[src/rtl/irq_pkg.sv]
// Shared definitions for the interrupt controller: register map, handshake
// states and the width of the line index.
package irq_pkg;

  localparam int IRQ_ID_W = 3;
  localparam int HWINT_W  = 6;

  localparam logic [1:0] REG_PEND = 2'd0;
  localparam logic [1:0] REG_MASK = 2'd1;
  localparam logic [1:0] REG_CUR  = 2'd2;
  localparam logic [1:0] REG_CTRL = 2'd3;

  typedef enum logic [1:0] {
    ST_IDLE    = 2'd0,
    ST_REQ     = 2'd1,
    ST_SERVICE = 2'd2
  } irq_state_e;

endpackage

[src/rtl/prio_enc.sv]
// Fixed-priority encoder: reports whether any request is set and the index
// of the lowest-numbered one.
module prio_enc
  import irq_pkg::*;
#(
  parameter int N = 6
) (
  input  logic [N-1:0]        req_i,
  output logic                any_o,
  output logic [IRQ_ID_W-1:0] id_o
);

  // Scan from the top down so the lowest set index is the last assignment.
  always_comb begin
    any_o = |req_i;
    id_o  = '0;
    for (int i = N - 1; i >= 0; i--) begin
      if (req_i[i]) id_o = IRQ_ID_W'(i);
    end
  end

endmodule

[src/rtl/irq_ctrl.sv]
// Interrupt controller: latches device pulses, masks and prioritises them, and
// runs the request / acknowledge / end-of-interrupt handshake with CP0.
module irq_ctrl
  import irq_pkg::*;
#(
  parameter int N = 6
) (
  input  logic                Clk,
  input  logic                Reset,
  input  logic [N-1:0]        DevIRQ,
  input  logic [1:0]          Addr,
  input  logic                We,
  input  logic [31:0]         Wd,
  output logic [31:0]         Rd,
  input  logic                IntAck,
  output logic                IRQ,
  output logic [IRQ_ID_W-1:0] IntId,
  output logic [HWINT_W-1:0]  HWInt
);

  irq_state_e          state_q, state_d;
  logic [N-1:0]        pend_q, pend_d;
  logic [N-1:0]        mask_q, mask_d;
  logic                en_q, en_d;
  logic                cur_valid_q, cur_valid_d;
  logic [IRQ_ID_W-1:0] cur_id_q, cur_id_d;
  logic                irq_q, irq_d;
  logic [IRQ_ID_W-1:0] intid_q, intid_d;
  logic [HWINT_W-1:0]  hwint_q;

  logic [N-1:0]        elig;
  logic [N-1:0]        clr;
  logic                elig_any;
  logic [IRQ_ID_W-1:0] elig_id;
  logic                wr_pend, wr_mask, wr_cur, wr_ctrl;
  logic                ack, eoi;
  logic                wd_unused;

  assign wr_pend   = We && (Addr == REG_PEND);
  assign wr_mask   = We && (Addr == REG_MASK);
  assign wr_cur    = We && (Addr == REG_CUR);
  assign wr_ctrl   = We && (Addr == REG_CTRL);
  assign ack       = IntAck && (state_q == ST_REQ);
  assign eoi       = wr_cur && (state_q == ST_SERVICE);
  assign wd_unused = ^Wd[31:N];

  assign elig = en_q ? (pend_q & mask_q) : '0;

  prio_enc #(.N(N)) u_prio (
    .req_i (elig),
    .any_o (elig_any),
    .id_o  (elig_id)
  );

  // The ack clears the line it captured; a same-cycle pulse still sets it.
  always_comb begin
    clr = wr_pend ? Wd[N-1:0] : '0;
    if (ack) clr = clr | (N'(1) << intid_q);
    pend_d      = (pend_q & ~clr) | DevIRQ;
    mask_d      = wr_mask ? Wd[N-1:0] : mask_q;
    en_d        = wr_ctrl ? Wd[0] : en_q;
    cur_valid_d = cur_valid_q;
    cur_id_d    = cur_id_q;
    if (ack) begin
      cur_valid_d = 1'b1;
      cur_id_d    = intid_q;
    end else if (eoi) begin
      cur_valid_d = 1'b0;
    end
  end

  always_comb begin
    state_d = state_q;
    case (state_q)
      ST_IDLE:    if (elig_any) state_d = ST_REQ;
      ST_REQ: begin
        if (IntAck)         state_d = ST_SERVICE;
        else if (!elig_any) state_d = ST_IDLE;
      end
      ST_SERVICE: if (wr_cur) state_d = ST_IDLE;
      default:    state_d = ST_IDLE;
    endcase
  end

  always_comb begin
    irq_d   = (state_d == ST_REQ);
    intid_d = irq_d ? elig_id : '0;
  end

  always_ff @(posedge Clk) begin
    if (Reset) begin
      state_q     <= ST_IDLE;
      pend_q      <= '0;
      mask_q      <= '0;
      en_q        <= 1'b0;
      cur_valid_q <= 1'b0;
      cur_id_q    <= '0;
      irq_q       <= 1'b0;
      intid_q     <= '0;
      hwint_q     <= '0;
    end else begin
      state_q     <= state_d;
      pend_q      <= pend_d;
      mask_q      <= mask_d;
      en_q        <= en_d;
      cur_valid_q <= cur_valid_d;
      cur_id_q    <= cur_id_d;
      irq_q       <= irq_d;
      intid_q     <= intid_d;
      hwint_q     <= HWINT_W'(pend_q & mask_q);
    end
  end

  always_comb begin
    case (Addr)
      REG_PEND: Rd = 32'(pend_q);
      REG_MASK: Rd = 32'(mask_q);
      REG_CUR:  Rd = {cur_valid_q, 28'b0, cur_id_q};
      default:  Rd = {31'b0, en_q};
    endcase
  end

  assign IRQ   = irq_q;
  assign IntId = intid_q;
  assign HWInt = hwint_q;

endmodule
[config.mk]
export PLATFORM = sky130hd
export DESIGN_NAME = irq_ctrl
export DESIGN_NICKNAME = d
export VERILOG_FILES = /design/src/rtl/irq_pkg.sv /design/src/rtl/prio_enc.sv /design/src/rtl/irq_ctrl.sv
export SDC_FILE = /design/constraint.sdc
export NUM_CORES = 1
export LEC_CHECK = 0
export CORE_UTILIZATION = 35
export CTS_CLUSTER_DIAMETER = 200
export DETAILED_ROUTE_END_ITERATION = 8
export GPL_TIMING_DRIVEN = 0
export HOLD_SLACK_MARGIN = 0.06
export MAX_ROUTING_LAYER = met4
export PLACE_DENSITY = 0.75
export SYNTH_ARGS = -nofsm -noshare
export SYNTH_HDL_FRONTEND = slang
export SYNTH_HIERARCHICAL = 1
export SYNTH_SLANG_ARGS = --single-unit
[constraint.sdc]
create_clock -name Clk -period 4.1 [get_ports Clk]
set_input_delay 0.615 -clock Clk [delete_from_list [all_inputs] [get_ports Clk]]
set_output_delay 0.615 -clock Clk [all_outputs]
set_load 0.02 [all_outputs]
Word level (Yosys, flattened, before mapping)
Index checks and enable logic that the tools add are counted.
- word-level logic and storage cells: 53
- output and inout bits: 42
- flip-flop bits (word level): 29
- input bits: 44
- reduce and logical (&&, ||, !) cells: 13
- eq/ne operators: 6
- multiplexer cells: 16
- bitwise logic cells: 6
- shifts and indexed selects: 1
- operator list (cell ; number):
    $pmux 32 s3 ; 1
    $mux 6 ; 3
    $and 6x6->6 ; 2
    $mux 2 ; 6
    $or 6x6->6 ; 2
    $reduce_or 6->1 ; 2
    $eq 2x1->1 const B ; 3
    $eq 2x2->1 const B ; 3
    $logic_and 1x1->1 ; 6
    $mux 3 ; 2
    $not 6->6 ; 1
    $pmux 2 s3 ; 1
    $shl 1x3->6 const A ; 1
    $logic_not 2->1 ; 2
    $reduce_or 4->1 ; 1
    $mux 1 ; 3
    $reduce_or 3->1 ; 1
    $reduce_bool 2->1 ; 1
    $not 1->1 ; 1

Logic depth before layout (Yosys ltp)
- word-level depth: 9
- gate-level depth with buffers: 5
- mapped depth without buffers: 5

Modules after synthesis
The synthesis kept the hierarchy.
- by module, submodules not included (module ; area an instance (um^2) ; cells an instance ; sequential area each (um^2) ; times used):
    irq_ctrl ; 1411.4 ; 159 ; 580.6 ; 1
    prio_enc ; 52.6 ; 10 ; 0.0 ; 1

Worst setup path before layout
No wires, ideal clock.
- kind: input port to output port
- start point: in Addr[1]
- end point: out Rd[0]
- stages: 2
- required time: 3.485 ns
- path buffers: 1
- path slack: 2.128 ns
- data arrival time: 1.357 ns
- path through: buf_2 -> mux4_2
- word-level cells in the longest chain between the ends: 2
- elaborated cells between the ends (all ways): 4
- those cells by class: eq/ne (2); mux (1); reduce/logical (1)
- ends and longest elaborated chain (element ; line ; source):
    from (decl) ; irq_ctrl.sv:11 ; input logic [1:0] Addr,
    $eq 2x2->1, or another cell as far along ; irq_ctrl.sv:115 ; case (Addr)
    $pmux 32 s3 (*) ; irq_ctrl.sv:115 ;
    to (decl) ; irq_ctrl.sv:14 ; output logic [31:0] Rd,
Every way passes the cells marked *; elsewhere a longest branch is shown, timed or not.

Worst setup path in the final report
Same ends and word-level chain as after synthesis.

==> results.md <==
* Slew @ Worst Pin at 0.517 ns
* TritonCTS clock tree: yes
* Total congestion overflow at 0
* Wire length reported by the detailed router at 3310 µm
* Post-CTS setup buffers at 0
* Std cell rows at 23
* Total die area at 4440 µm²
* Wire length of the first global-routing pass at 5310 µm
* Number of enable-type register cells in the synthesized netlist at 0
* Share of final-layout standard cells stronger than drive strength 1 at 0.159
* Endpoint of the worst register-to-register path: IntId[2]
* Width of the die at 66.7 µm
* Initial cell density of the core at 0.366
* Overall global routing resource usage at 0.171
* Maximum capacitance violations at 0
* Io pins at 86
* Vias in the first global route at 1153
* Syn avg cell area at 8.66 µm²
* Critical path endpoint: Rd[0]
* Cell type with the largest total area after synthesis: sky130_fd_sc_hd__dfxtp_1
* DR WL/cell at 11.7 µm
* Antenna viol nets, final at 0
* Endpoint kind of the worst setup timing path: primary output
* Final number of hold-violating endpoints at 0
* Number of cells upsized or downsized after cts at 0
* Core Region at 4000 µm²
* Layout area overhead at 38.9%
* VDD IR max at 0.182 mV
* CTS Sinks at 29
* Worst setup path startpoint: Addr[1]
* Top area cells in the synthesized netlist: sky130_fd_sc_hd__dfxtp_1, sky130_fd_sc_hd__buf_4, sky130_fd_sc_hd__mux2i_1, sky130_fd_sc_hd__nor2_1, sky130_fd_sc_hd__o221ai_1
* Synthesis warning total at 6
* Share of the synthesized area in the top cell type at 0.397
* Leak pwr at 0.977 nW
* Detailed-route via count at 1287
* Relative slew margins at 0.655
* Worst-path fanout max at 10
* Total CTS buffers at 5
* Sequential-to-total area share from yosys stat at 0.397
* Top flip-flop cell by instance count after synthesis: sky130_fd_sc_hd__dfxtp_1
* DP HPWL at 2550 µm
* Worst r2r src: en_q
* Initial antenna violation count at 0
* Root buf cell: sky130_fd_sc_hd__clkbuf_8
* Net count of the finished layout at 277
* Worst-path clk slew at 0.06 ns
* Number of buffers inserted by port buffering at 33
* Library cells used by synthesis at 33
* Number of setup violations in the final report at 0
* Hold WC Path Type: flop to flop
* Number of hold buffers added after CTS at 0
* Post-synthesis cell count at 169
* Clock latency on the worst-skew pair at 0.28 ns
* H-tree depth at 2
* Worst clock skew at 0.00175 ns
* Netlist Area Pre-Place at 1460 µm²
* Combined area of the multi-input logic cells at 712 µm²
* GP Congestion at 0.845
* Number of synthesized register bits at 29
* Filler cell count at 393
* Final critical-path share of the clock period at 0.730
* Result of the run: finished, final reports clean
* Most frequent cell after synthesis: sky130_fd_sc_hd__dfxtp_1
* DIE HEIGHT at 66.7 µm
* Worst Reg2Reg Path Length in Cells at 5
* Sequential cell area at 581 µm²
* Leading post-synthesis cells by instance count: sky130_fd_sc_hd__dfxtp_1, sky130_fd_sc_hd__buf_4, sky130_fd_sc_hd__nor2_1, sky130_fd_sc_hd__mux2i_1, sky130_fd_sc_hd__inv_1
* Shortest period the worst path allows at 2.99 ns
* Type of origin of the critical path: input pin
* Via count normalized by instance count at 4.55
* Slack of the worst reg-to-reg path at 2.10 ns
* Count of antenna diodes in the layout at 0
* Total power after layout at 0.631 mW
* Setup Crit Path Kind: input pin to primary output
* Timing-limited maximum frequency at 334 MHz
* Drt initial violations at 107
* Required @ worst endpoint at 3.48 ns
* Worst path arrival time at 2.38 ns
* First-pass iteration count of the detailed router at 4
* RSZ-0062 raised after global routing: false
* Pin count of the biggest net entering global routing at 11
* Number of DRC violations after detailed routing at 0
* Share of async-settable or async-resettable flops after synthesis at 0
* Maximum buffer depth of the clock tree at 2
* Setup tns final at 0 ns
* Final count of pins violating max slew at 0
* Pwr dens at 310 nW/µm²
critical path, stage by stage:
cell and delay, ns:
sky130_fd_sc_hd__clkdlybuf4s50_1 0.47, sky130_fd_sc_hd__buf_2 0.22, sky130_fd_sc_hd__mux4_2 0.52, sky130_fd_sc_hd__clkdlybuf4s50_1 0.55
layout by cell type, fill, tap and decap left out, types with 2 or more instances in the layout:
| cell | Yosys | routed |
|---|---|---|
| sky130_fd_sc_hd__a21oi_1 | 9 | 9 |
| sky130_fd_sc_hd__and2_1 | 5 | 5 |
| sky130_fd_sc_hd__and3_1 | 6 | 6 |
| sky130_fd_sc_hd__buf_2 | 2 | 2 |
| sky130_fd_sc_hd__buf_4 | 25 | 25 |
| sky130_fd_sc_hd__clkbuf_1 | 3 | 4 |
| sky130_fd_sc_hd__clkbuf_8 | 0 | 6 |
| sky130_fd_sc_hd__clkdlybuf4s50_1 | 0 | 33 |
| sky130_fd_sc_hd__conb_1 | 1 | 25 |
| sky130_fd_sc_hd__dfxtp_1 | 29 | 29 |
| sky130_fd_sc_hd__inv_1 | 13 | 13 |
| sky130_fd_sc_hd__mux2i_1 | 14 | 14 |
| sky130_fd_sc_hd__nand2_1 | 9 | 9 |
| sky130_fd_sc_hd__nand2b_1 | 3 | 3 |
| sky130_fd_sc_hd__nand3b_1 | 3 | 3 |
| sky130_fd_sc_hd__nor2_1 | 22 | 22 |
| sky130_fd_sc_hd__o21ai_1 | 2 | 2 |
| sky130_fd_sc_hd__o221ai_1 | 6 | 6 |
report_power, final:
part           leakage, nW  switching [mW]  internal (mW)  total, mW
Clock               0.0443           0.101          0.133      0.234
Combinational        0.697          0.0517         0.0487      0.100
Sequential           0.236         0.00697          0.290      0.297
Total                0.977           0.160          0.471      0.631
how the worst min path moves through the flow:
stage	slack [ns]	depth (start not counted)	end	start
after floorplan	0.43	2	HWInt[0]	mask_q[0]
after global placement	0.44	2	HWInt[5]	mask_q[5]
after detailed placement	0.45	2	HWInt[4]	mask_q[4]
after CTS	0.46	2	HWInt[5]	mask_q[5]
after global routing	0.48	2	HWInt[5]	mask_q[5]
final	0.46	2	HWInt[5]	mask_q[5]
routing by layer:
layer / wire [µm] / vias to the layer above / part of all wire / track usage
li1: - / 643 / - / -
met1: 1380 / 594 / 0.42 / 0.188
met2: 1650 / 44 / 0.50 / 0.284
met3: 234 / 6 / 0.071 / 0.0616
met4: 47 / 0 / 0.014 / 0.0612
met5: 0 / - / 0 / -
logic make-up (layout without fill, tap and decap cells):
logic type	after synthesis	in the layout	synth area share
other cells	1	25	0.00256
buf+inv	44	84	0.179
flops	29	29	0.397
compound gates	20	20	0.0880
mux	15	15	0.111
simple gates	60	60	0.223
area by class of cell:
type / instances / area share
multi-input cells: 120 / 0.350
repair buffers: 33 / 0.162
clock buffers: 7 / 0.0425
flip-flops and latches: 29 / 0.286
well taps: 50 / 0.0308
plain buffers: 31 / 0.105
inverters: 13 / 0.0240
sequential cells by signal, summed over array words and instances, names as in the netlist:
name,flops
cur_valid_q,1
state_q,2
IRQ,1
en_q,1
IntId,3
HWInt,6
pend_q,6
mask_q,6
cur_id_q,3
through the flow:
stage | cell area, µm² | setup WS, ns | instances | util | hold slack [ns]
5_1_grt | 2030 | 1.03 | 283 | 0.508 | 0.478
4_1_cts | 2030 | 1.09 | 283 | 0.508 | 0.456
6_report | 2030 | 1.11 | 283 | 0.508 | 0.456
3_3_place_gp | 1950 | 1.11 | 276 | 0.487 | 0.443
2_1_floorplan | 1550 | 2.13 | 193 | - | 0.428
3_5_place_dp | 1950 | 1.10 | 276 | 0.487 | 0.449
(Power assumes the default switching activity.)
